$ cat config.mk
export PLATFORM = sky130hd
export DESIGN_NAME = vec_irq_ctrl_flat
export DESIGN_NICKNAME = d
export VERILOG_FILES = /design/src/rtl/vec_irq_ctrl_pkg.sv /design/src/rtl/vec_irq_ctrl_if.sv /design/src/rtl/vec_irq_ctrl_prio_enc_n.sv /design/src/rtl/vec_irq_ctrl.sv /design/src/flat_wrapper.sv
export SDC_FILE = /design/constraint.sdc
export NUM_CORES = 1
export LEC_CHECK = 0
export BUFFER_PORTS_ARGS = -buffer_cell sky130_fd_sc_hd__buf_2
export CAP_MARGIN = 25
export CORE_AREA = 4 4 73 75
export DETAILED_ROUTE_END_ITERATION = 10
export DIE_AREA = 0 0 77 79
export PLACE_DENSITY = 0.76
export SLEW_MARGIN = 20
export SYNTH_ARGS = -nofsm -noshare
export SYNTH_HDL_FRONTEND = slang
export SYNTH_SLANG_ARGS = --single-unit
$ cat constraint.sdc
create_clock -name clk -period 2.1 [get_ports clk]
set_input_delay 0.105 -clock clk [delete_from_list [all_inputs] [get_ports clk]]
set_output_delay 0.105 -clock clk [all_outputs]
set_load 0.02 [all_outputs]
$ cat src/rtl/vec_irq_ctrl_pkg.sv
// vec_irq_pkg: shared types and constants for the vectored interrupt controller.
//   irq_state_t  - request FSM states
//   ISR_*        - reset-time contents of the ISR vector table
//   CH_*         - channel index of each interrupt source
//   default_vec  - reset vector for a channel index
//   idx_w        - width of a channel index for a given channel count
package vec_irq_pkg;

    typedef enum logic {
        IDLE = 1'b0,
        REQ  = 1'b1
    } irq_state_t;

    localparam logic [7:0] ISR_ZERO  = 8'h11;
    localparam logic [7:0] ISR_OVF   = 8'h33;
    localparam logic [7:0] ISR_ILLOP = 8'hF0;
    localparam logic [7:0] ISR_EXT   = 8'hAA;

    localparam int CH_ZERO  = 0;
    localparam int CH_OVF   = 1;
    localparam int CH_ILLOP = 2;
    localparam int CH_EXT   = 3;

    function automatic logic [7:0] default_vec(input int ch);
        case (ch)
            CH_ZERO:  return ISR_ZERO;
            CH_OVF:   return ISR_OVF;
            CH_ILLOP: return ISR_ILLOP;
            CH_EXT:   return ISR_EXT;
            default:  return 8'h00;
        endcase
    endfunction

    // A single-channel build still needs a 1-bit index.
    function automatic int idx_w(input int n);
        return (n > 1) ? $clog2(n) : 1;
    endfunction

endpackage

$ cat src/rtl/vec_irq_ctrl_if.sv
// vec_irq_ctrl_if: request/acknowledge path between the interrupt controller
// and the control unit.
//   irq_req  - controller requests a PC load
//   irq_vec  - ISR address, frozen while irq_req is high
//   irq_id   - channel being requested
//   irq_ack  - control unit has taken irq_vec
//   eoi      - end of interrupt, retires the top in-service channel
// modport slave  : the interrupt controller
// modport master : the control unit
interface vec_irq_ctrl_if #(
    parameter int N_IRQ  = 4,
    parameter int ADDR_W = 8
);
    import vec_irq_pkg::*;

    localparam int ID_W = idx_w(N_IRQ);

    logic              irq_req;
    logic [ADDR_W-1:0] irq_vec;
    logic [ID_W-1:0]   irq_id;
    logic              irq_ack;
    logic              eoi;

    modport master (
        input  irq_req, irq_vec, irq_id,
        output irq_ack, eoi
    );

    modport slave (
        output irq_req, irq_vec, irq_id,
        input  irq_ack, eoi
    );

endinterface

$ cat src/rtl/vec_irq_ctrl_prio_enc_n.sv
// prio_enc_n: highest-index-wins priority encoder.
//   req   - request vector
//   idx   - index of the highest set bit (0 when none set)
//   valid - at least one bit of req is set
module prio_enc_n #(
    parameter int N = 4,
    parameter int W = 2
) (
    input  logic [N-1:0] req,
    output logic [W-1:0] idx,
    output logic         valid
);

    always_comb begin
        idx   = '0;
        valid = 1'b0;
        for (int i = 0; i < N; i++) begin
            if (req[i]) begin
                idx   = W'(i);
                valid = 1'b1;
            end
        end
    end

endmodule

$ cat src/rtl/vec_irq_ctrl.sv
// vec_irq_ctrl: clocked, maskable, vectored priority interrupt controller with
// sticky pending capture, writable vector table, req/ack handshake and nested
// in-service tracking.
//   clk        - system clock, rising edge
//   clr        - asynchronous active-low clear
//   irq_in     - raw sources (3 ext, 2 illegal op, 1 overflow, 0 zero)
//   mask_in    - per-channel request allow
//   edge_sel   - 1 = rising-edge capture, 0 = level capture
//   enable     - global request enable
//   vec_we     - vector table write strobe (vec_idx, vec_data)
//   cu         - handshake to the control unit (slave side)
//   pending    - sticky pending register
//   in_service - in-service register
//
// State table:
//   IDLE | no request outstanding; picks the best eligible channel
//   REQ  | irq_req high, irq_vec/irq_id frozen until ack or withdrawal
module vec_irq_ctrl
    import vec_irq_pkg::*;
#(
    parameter int N_IRQ  = 4,
    parameter int ADDR_W = 8
) (
    input  logic                     clk,
    input  logic                     clr,
    input  logic [N_IRQ-1:0]         irq_in,
    input  logic [N_IRQ-1:0]         mask_in,
    input  logic [N_IRQ-1:0]         edge_sel,
    input  logic                     enable,
    input  logic                     vec_we,
    input  logic [idx_w(N_IRQ)-1:0]  vec_idx,
    input  logic [ADDR_W-1:0]        vec_data,
    vec_irq_ctrl_if.slave            cu,
    output logic [N_IRQ-1:0]         pending,
    output logic [N_IRQ-1:0]         in_service
);

    localparam int ID_W = idx_w(N_IRQ);

    irq_state_t        state;
    logic              req_q;
    logic [ADDR_W-1:0] vec_q;
    logic [ID_W-1:0]   id_q;

    logic [N_IRQ-1:0]  irq_prev;
    logic [N_IRQ-1:0]  set_vec;
    logic [N_IRQ-1:0]  ack_vec;
    logic [N_IRQ-1:0]  eoi_vec;
    logic [N_IRQ-1:0]  above;
    logic [N_IRQ-1:0]  elig;
    logic [ADDR_W-1:0] vec_tbl [N_IRQ];

    logic [ID_W-1:0]   sel_idx;
    logic              sel_valid;
    logic [ID_W-1:0]   top_idx;
    logic              top_valid;
    logic              ack_take;
    logic              withdraw;

    prio_enc_n #(.N(N_IRQ), .W(ID_W)) u_top_enc (
        .req   (in_service),
        .idx   (top_idx),
        .valid (top_valid)
    );

    // Only channels strictly above the current in-service level may nest.
    always_comb begin
        above = '0;
        for (int i = 0; i < N_IRQ; i++) begin
            above[i] = ~top_valid | (i > int'(top_idx));
        end
    end

    assign elig = pending & mask_in & above;

    prio_enc_n #(.N(N_IRQ), .W(ID_W)) u_sel_enc (
        .req   (elig),
        .idx   (sel_idx),
        .valid (sel_valid)
    );

    assign set_vec  = irq_in & (~edge_sel | ~irq_prev);
    assign ack_take = (state == REQ) & cu.irq_ack;
    assign ack_vec  = ack_take ? (N_IRQ'(1) << id_q) : '0;
    assign eoi_vec  = (cu.eoi & top_valid) ? (N_IRQ'(1) << top_idx) : '0;
    assign withdraw = ~enable | ~mask_in[id_q];

    // A new capture in the ack cycle wins over the ack clear; eoi retires the
    // old top bit before the ack sets the new one.
    always_ff @(posedge clk or negedge clr) begin
        if (!clr) begin
            irq_prev   <= '0;
            pending    <= '0;
            in_service <= '0;
        end else begin
            irq_prev   <= irq_in;
            pending    <= (pending & ~ack_vec) | set_vec;
            in_service <= (in_service & ~eoi_vec) | ack_vec;
        end
    end

    always_ff @(posedge clk or negedge clr) begin
        if (!clr) begin
            for (int i = 0; i < N_IRQ; i++) begin
                vec_tbl[i] <= ADDR_W'(default_vec(i));
            end
        end else if (vec_we && ({1'b0, vec_idx} < (ID_W+1)'(N_IRQ))) begin
            vec_tbl[vec_idx] <= vec_data;
        end
    end

    always_ff @(posedge clk or negedge clr) begin
        if (!clr) begin
            state <= IDLE;
            req_q <= 1'b0;
            vec_q <= '0;
            id_q  <= '0;
        end else begin
            case (state)
                IDLE: begin
                    if (enable && sel_valid) begin
                        state <= REQ;
                        req_q <= 1'b1;
                        id_q  <= sel_idx;
                        vec_q <= vec_tbl[sel_idx];
                    end
                end
                REQ: begin
                    if (cu.irq_ack || withdraw) begin
                        state <= IDLE;
                        req_q <= 1'b0;
                    end
                end
                default: begin
                    state <= IDLE;
                    req_q <= 1'b0;
                end
            endcase
        end
    end

    assign cu.irq_req = req_q;
    assign cu.irq_vec = vec_q;
    assign cu.irq_id  = id_q;

endmodule

$ cat src/flat_wrapper.sv
// flat-port wrapper written by rule: the top's interface ports become plain ports
module vec_irq_ctrl_flat import vec_irq_pkg::*;
#(
    parameter int N_IRQ  = 4,
    parameter int ADDR_W = 8
)
  (clk, clr, irq_in, mask_in, edge_sel, enable, vec_we, vec_idx, vec_data, pending, in_service, cu_irq_req, cu_irq_vec, cu_irq_id, cu_irq_ack, cu_eoi);
  vec_irq_ctrl_if #(.N_IRQ(N_IRQ), .ADDR_W(ADDR_W)) cu_i ();
  input  logic clk;
  input  logic clr;
  input  logic [N_IRQ-1:0] irq_in;
  input  logic [N_IRQ-1:0] mask_in;
  input  logic [N_IRQ-1:0] edge_sel;
  input  logic enable;
  input  logic vec_we;
  input  logic [idx_w(N_IRQ)-1:0] vec_idx;
  input  logic [ADDR_W-1:0] vec_data;
  output logic [N_IRQ-1:0] pending;
  output logic [N_IRQ-1:0] in_service;
  output wire logic [$bits(cu_i.irq_req)-1:0] cu_irq_req;
  output wire logic [$bits(cu_i.irq_vec)-1:0] cu_irq_vec;
  output wire logic [$bits(cu_i.irq_id)-1:0] cu_irq_id;
  input wire logic [$bits(cu_i.irq_ack)-1:0] cu_irq_ack;
  input wire logic [$bits(cu_i.eoi)-1:0] cu_eoi;
  assign cu_irq_req = cu_i.irq_req;
  assign cu_irq_vec = cu_i.irq_vec;
  assign cu_irq_id = cu_i.irq_id;
  assign cu_i.irq_ack = cu_irq_ack;
  assign cu_i.eoi = cu_eoi;
  vec_irq_ctrl #(.N_IRQ(N_IRQ), .ADDR_W(ADDR_W)) u_core (.clk(clk), .clr(clr), .irq_in(irq_in), .mask_in(mask_in), .edge_sel(edge_sel), .enable(enable), .vec_we(vec_we), .vec_idx(vec_idx), .vec_data(vec_data), .cu(cu_i), .pending(pending), .in_service(in_service));
endmodule
* Word level (Yosys, flattened, before mapping)
Cells that the tools add are included.
** Word-level totals
- Flip-flop bits (word level) :: 56
- Input bits :: 28
- Output and inout bits :: 19
- Word-level logic and storage cells :: 81
** Operators by class
- Order comparisons :: 7
- Equal/unequal tests :: 2
- Shift-type cells :: 2
- Multiplexer cells :: 30
- Bitwise operators :: 24
- Reductions and logical operators :: 5
** Operators with widths (count)
- $bwmux W32 :: 1
- $mux W8 :: 3
- $and A4 B4 Y4 :: 5
- $bmux W8 S2 :: 1
- $demux W8 S2 :: 1
- $not A4 Y4 :: 4
- $mux W1 :: 15
- $or A4 B4 Y4 :: 3
- $mux W2 :: 4
- $mux W4 :: 2
- $shl A1 B2 Y4 const A :: 2
- $ge A3 B3 Y1 const B :: 2
- $not A2 Y3 :: 2
- $gt A2 B2 Y1 const A :: 2
- $not A1 Y1 :: 4
- $or A1 B1 Y1 :: 4
- $pmux W1 S2 :: 2
- $reduce_and A2 Y1 :: 2
- $lt A2 B3 Y1 const B :: 1
- $lt A3 B1 Y1 const B :: 1
- $and A1 B1 Y1 :: 2
- $bmux W1 S2 :: 1
- $gt A1 B2 Y1 const A :: 1
- $logic_and A1 B1 Y1 :: 2
- 3 further kinds :: 3

* Longest topological paths before layout
- Depth in word-level cells :: 14
- Gate-level depth with buffers :: 6
- Gate-level depth less buffers :: 4

* Cells and area by module
Synthesis repeated with hierarchy kept, for this count alone.
** Second synthesis, totals
- Cells, all modules :: 163
- Area total of the unflattened synthesis :: 2424.8 um2
** By module, submodules not included
- vec_irq_ctrl :: instances 1, cells each 155, area each 2377.3 um2, sequential area each 1418.9 um2
- prio_enc_n :: instances 2, cells each 4, area each 23.8 um2, sequential area each 0.0 um2

* Worst setup path before layout
Ideal clock, no wire load.
- Kind :: flip-flop to flip-flop
- Start :: reg u_core.in_service[3]
- End :: reg u_core.vec_q[0] (netlist: u_core.cu.irq_vec[0])
- Setup time :: 128 ps
- Arrival :: 1592 ps
- Data required time :: 1972 ps
- Path slack :: 379 ps
- Cell stages (with the launch flop) :: 7
- Path buffers :: 2
- Clock period less this slack :: 1721 ps
- Cell sequence :: dfrtp_1 or3_1 buf_2 a211oi_4 or2_2 buf_6 a31oi_1
** On the way
- Cells in the longest elaborated chain, start to end :: 11
- Elaborated cells between the ends (all ways) :: 23
- Those cells by class :: order compare (3); mux (12); bitwise (6); reduce/logical (2)
** Ends and longest elaborated chain
- from (decl) :: line vec_irq_ctrl.sv:35 : output logic [N_IRQ-1:0] in_service
- from (signal assigned) :: line vec_irq_ctrl.sv:98 : in_service <= (in_service & ~eoi_vec) | ack_vec;
- $mux W2 or $mux W1 (tied branches) :: line vec_irq_ctrl_prio_enc_n.sv:18 : if (req[i]) begin
- $gt A1 B2 Y1 or $not A1 Y1 (tied branches) :: line vec_irq_ctrl.sv:70 : above[i] = ~top_valid | (i > int'(top_idx));
- $or A1 B1 Y1 :: line vec_irq_ctrl.sv:70
- $and A4 B4 Y4 (*) :: line vec_irq_ctrl.sv:74 : assign elig = pending & mask_in & above;
- $mux W1 :: line vec_irq_ctrl_prio_enc_n.sv:18
- $mux W2 (2 in a row) :: line vec_irq_ctrl_prio_enc_n.sv:18
- $not A2 Y3 (not written as such) :: line vec_irq_ctrl.sv:125 : vec_q <= vec_tbl[sel_idx];
- $bmux W8 S2 :: line vec_irq_ctrl.sv:125
- $mux W8 (not written as such) (2 in a row) :: line vec_irq_ctrl.sv:125
- to (signal assigned) :: line vec_irq_ctrl.sv:125
- to (decl) :: line vec_irq_ctrl.sv:42 : logic [ADDR_W-1:0] vec_q;
Every way passes the cells marked *; elsewhere a longest branch is shown, timed or not. The select of a mux whose other input is x is not followed.
A chain may end at the register's enable or synchronous reset.

* Final worst setup path
- Start :: reg u_core.in_service[3]
- End :: reg u_core.vec_q[6] (netlist: u_core.cu.irq_vec[6])
Same word-level chain as after synthesis.

==> run_results.csv <==
group,metric,value,unit
cells_and_area,postLayoutCoreUtil,62.7,%
pwr,seqPwrFrac,44.7,%
timing,max_freq,0.531,GHz
timing,fin_crit,1.88,ns
clocking,clock_path_buffers,2,
floorplanning,die_h,79,microns
logic_synthesis,synth-simple-area-share,11.0,%
timing,worst_slew_pin_slew,0.565,ns
timing,setup_violations,0,
timing,finClkSkew,0.0102,ns
floorplanning,core_region_area,4660,sq um
grt,grt_use_met2,30.1,%
worst_setup_path,crit_type,"flip-flop to flip-flop",
worst_setup_path,crit_path_cell_trace,"or3_1 > a211oi_4 > or2_2 > a31oi_1",
grt,antenna_found_initial,0,
timing,hold_violations,0,
pwr,switching_share,38.5,%
timing,relSlewSlack,62.3,%
clocking,cts_max_level,2,
logic_synthesis,synth.distinct_cells,32,
pwr,internal_power,0.00224,W
worst_hold_path,whs_path_depth,4,
clocking,clkTransAtPathRegs,0.09,ns
timing,rsz0062_at_grt,"false",
floorplanning,ioPinCount,47,
logic_synthesis,synth_nets,222,
drt,dr.pass1.iters,4,
grt,grt_pass1_wl,9.27,mm
place,dp_hpwl,3.90,mm
worst_setup_path,path_max_fanout,11,
clocking,cts_root_buf,"clkbuf_8",
worst_setup_path,rr_worst_depth,4,
grt,grt_usage,19.7,%
worst_setup_path,cp_slowest_cell,"or3_1",
clocking,cts_tree,"yes",
logic_synthesis,ys_ff_latch,56,
logic_synthesis,yosys.area_share.adder,0,%
drt,wl,5.52,mm
clocking,cts_setup_buffers,0,
logic_synthesis,netlist_area,2450,sq um
logic_synthesis,synth_xor_area_share,0,%
drt,drtAntennaViolNets,0,
floorplanning,die-area,6080,sq um
grt,overflow,0,
timing,fin_crit_sh,89.6,%
worst_hold_path,hp-class,"input port to flip-flop",
drt,drc_errors,0,
grt,grt_max_degree,27,
drt,wl_per_cell,17.8,microns
floorplanning,die_x,77,microns
pwr,power_switching,0.00140,W
cells_and_area,n_fill_cell,381,
worst_setup_path,cpPeakStageDelay,0.60,ns
clocking,ctsResizeCount,0,
worst_setup_path,required,2.28,ns
timing,slew_viol_final,0,
cells_and_area,fin_nets,284,
worst_setup_path,end_kind,"flip-flop",
floorplanning,start_util,52.6,%
floorplanning,rows,25,
drt,viasPerCell,5.85,
pwr,peakVddDrop,0.478,mV
worst_setup_path,startpoint,"u_core.in_service[3]$_DFF_PN0_",
logic_synthesis,synth_top_family_by_area,"multiplexers",
status,status,"finished clean",
pwr,cellPowerDensity,1250,nW/um^2
logic_synthesis,syn_area_per_cell,12.6,sq um
timing,holdWs,0.0635,ns
worst_setup_path,worst_setup_path_start_kind,"flip-flop",
grt,grtUsageMet1,27.3,%
place,gp_congestion,0.892,
grt,grt_use_met3,4.65,%
pwr,clkPwrFrac,15.6,%
job,maxCapViolCount,0,
clocking,clock_sinks,56,
cells_and_area,num_antenna_cells,0,
cells_and_area,drive_gt1_share,44.0,%
grt,grt.busiest_layer,"met2",
worst_hold_path,holdCritStartpoint,"edge_sel[1]",
worst_setup_path,reg2reg_from,"u_core.in_service[3]$_DFF_PN0_",
drt,drtIter0Drc,104,
logic_synthesis,yosysWarningCount,0,
clocking,cts_inserted_buffers,5,
logic_synthesis,yosysSeqAreaShare,57.8,%
cells_and_area,area_delta_synth_final,19.2,%
pwr,comb_power_share,39.7,%
logic_synthesis,synth_mux_area_share,15.6,%
place,port_buffers,46,
worst_setup_path,arrival,2.06,ns
logic_synthesis,syn_inst,194,
clocking,clock_latency,0.31,ns
logic_synthesis,synth_compound_area_share,13.4,%
clocking,postCtsHoldBufs,6,
grt,grt_pass1_vias,1897,
drt,routed-via-count,1819,
pwr,p_leak,1.29,nW
timing,fin_setup_tns,0,ns
## logic make-up after synthesis
kind of cell / Yosys count
buffers and inverters: 10
flip-flops: 56
AND/OR/NAND/NOR: 47
multiplexers: 33
AO/OA/AOI/OAI: 48
## critical path: cells and delay by family, from the launching register on
family             cells  cell delay, ns
DFF                    1            0.47
AOI/OAI and AO/OA      2            0.39
and+or+nand+nor        2            0.88
## power by group through the flow
stage	sequential [W]	combinational [W]	clock, W
after floorplan	0.00178	0.000802	0
after global placement	0.00164	0.00139	0
after detailed placement	0.00165	0.00143	0
after CTS	0.00163	0.00145	0.000587
after global routing	0.00167	0.00158	0.000626
final	0.00163	0.00145	0.000570
## routing by layer
layer,share of wire (%),vias to the layer above
li1,-,846
met1,45,894
met2,47,73
met3,6.7,6
met4,1.2,0
met5,0,-
## synthesized netlist by cell type
library cell	n	area, sq um
and2_0	1	6.26
nand3_1	10	50.1
buf_6	2	22.5
nand4b_1	2	17.5
a21o_1	10	75.1
mux2_2	32	360
nand4bb_1	1	11.3
o21bai_1	1	7.51
nand2_1	11	41.3
nor3_1	9	45.0
inv_1	4	15.0
mux4_2	1	22.5
a211oi_4	1	20.0
or2_2	1	6.26
nor2_1	1	3.75
a21oi_1	2	10.0
nand4_1	1	6.26
nand2b_1	1	6.26
dfstp_2	14	368
or3_1	1	6.26
o31ai_1	1	7.51
nand3b_1	5	37.5
a22oi_1	8	60.1
buf_2	2	10.0
o21ai_0	13	65.1
a31oi_1	9	56.3
and3b_1	1	8.76
dfrtp_1	42	1050
nor3_2	1	10.0
a22o_1	3	26.3
nor3b_2	1	12.5
buf_1	2	7.51
## metrics by stage
stage          cell area (sq um)  cells  worst slack (ns)  total power, W
6_report                    2920    311             0.218         0.00365
2_1_floorplan               2450    194             0.379         0.00258
4_1_cts                     2920    311             0.240         0.00366
5_1_grt                     2920    311             0.149         0.00388
3_3_place_gp                2780    297             0.337         0.00303
3_5_place_dp                2780    297             0.253         0.00308
## placed cells by master, fill, tap and decap left out, drive strengths merged, types with 2 or more instances in the layout
| master | n |
|---|---|
| a21o | 10 |
| a21oi | 2 |
| a22o | 3 |
| a22oi | 8 |
| a31oi | 9 |
| buf | 55 |
| clkbuf | 6 |
| dfrtp | 42 |
| dfstp | 14 |
| dlygate4sd3 | 6 |
| inv | 4 |
| mux2 | 32 |
| nand2 | 11 |
| nand3 | 10 |
| nand3b | 5 |
| nand4b | 2 |
| nor3 | 10 |
| o21ai | 13 |
## registers in the layout, summed over array words and instances, names as in the netlist
name               flops
u_core.cu.irq_id       2
u_core.cu.irq_req      1
u_core.cu.irq_vec      8
u_core.in_service      4
u_core.irq_prev        4
u_core.pending         4
u_core.state           1
u_core.vec_tbl        32
## worst paths after layout
path	slack [ns]	to
setup reg to reg	0.22	u_core.cu.irq_vec[6]$_DFFE_PN0P_
hold reg to reg	0.48	u_core.cu.irq_req$_DFFE_PN0P_
max in group asynchronous	1.08	u_core.vec_tbl[12]$_DFFE_PN1P_
setup / recovery	0.22	u_core.cu.irq_vec[6]$_DFFE_PN0P_
hold / removal	0.06	u_core.pending[1]$_DFF_PN0_
min in group asynchronous	0.33	u_core.vec_tbl[2]$_DFFE_PN0P_
## layout make-up
| cell class | instances | area [sq um] | area share, % |
|---|---|---|---|
| Clock buffer | 6 | 72.6 | 2.48 |
| Clock inverter | 2 | 12.5 | 0.428 |
| Inverter | 4 | 15.0 | 0.513 |
| Multi-Input combinational cell | 128 | 980 | 33.5 |
| Sequential cell | 56 | 1420 | 48.5 |
| Tap cell | 54 | 67.6 | 2.31 |
| Timing Repair Buffer | 61 | 358 | 12.2 |
Note: power is estimated with default switching activity, not from simulation.
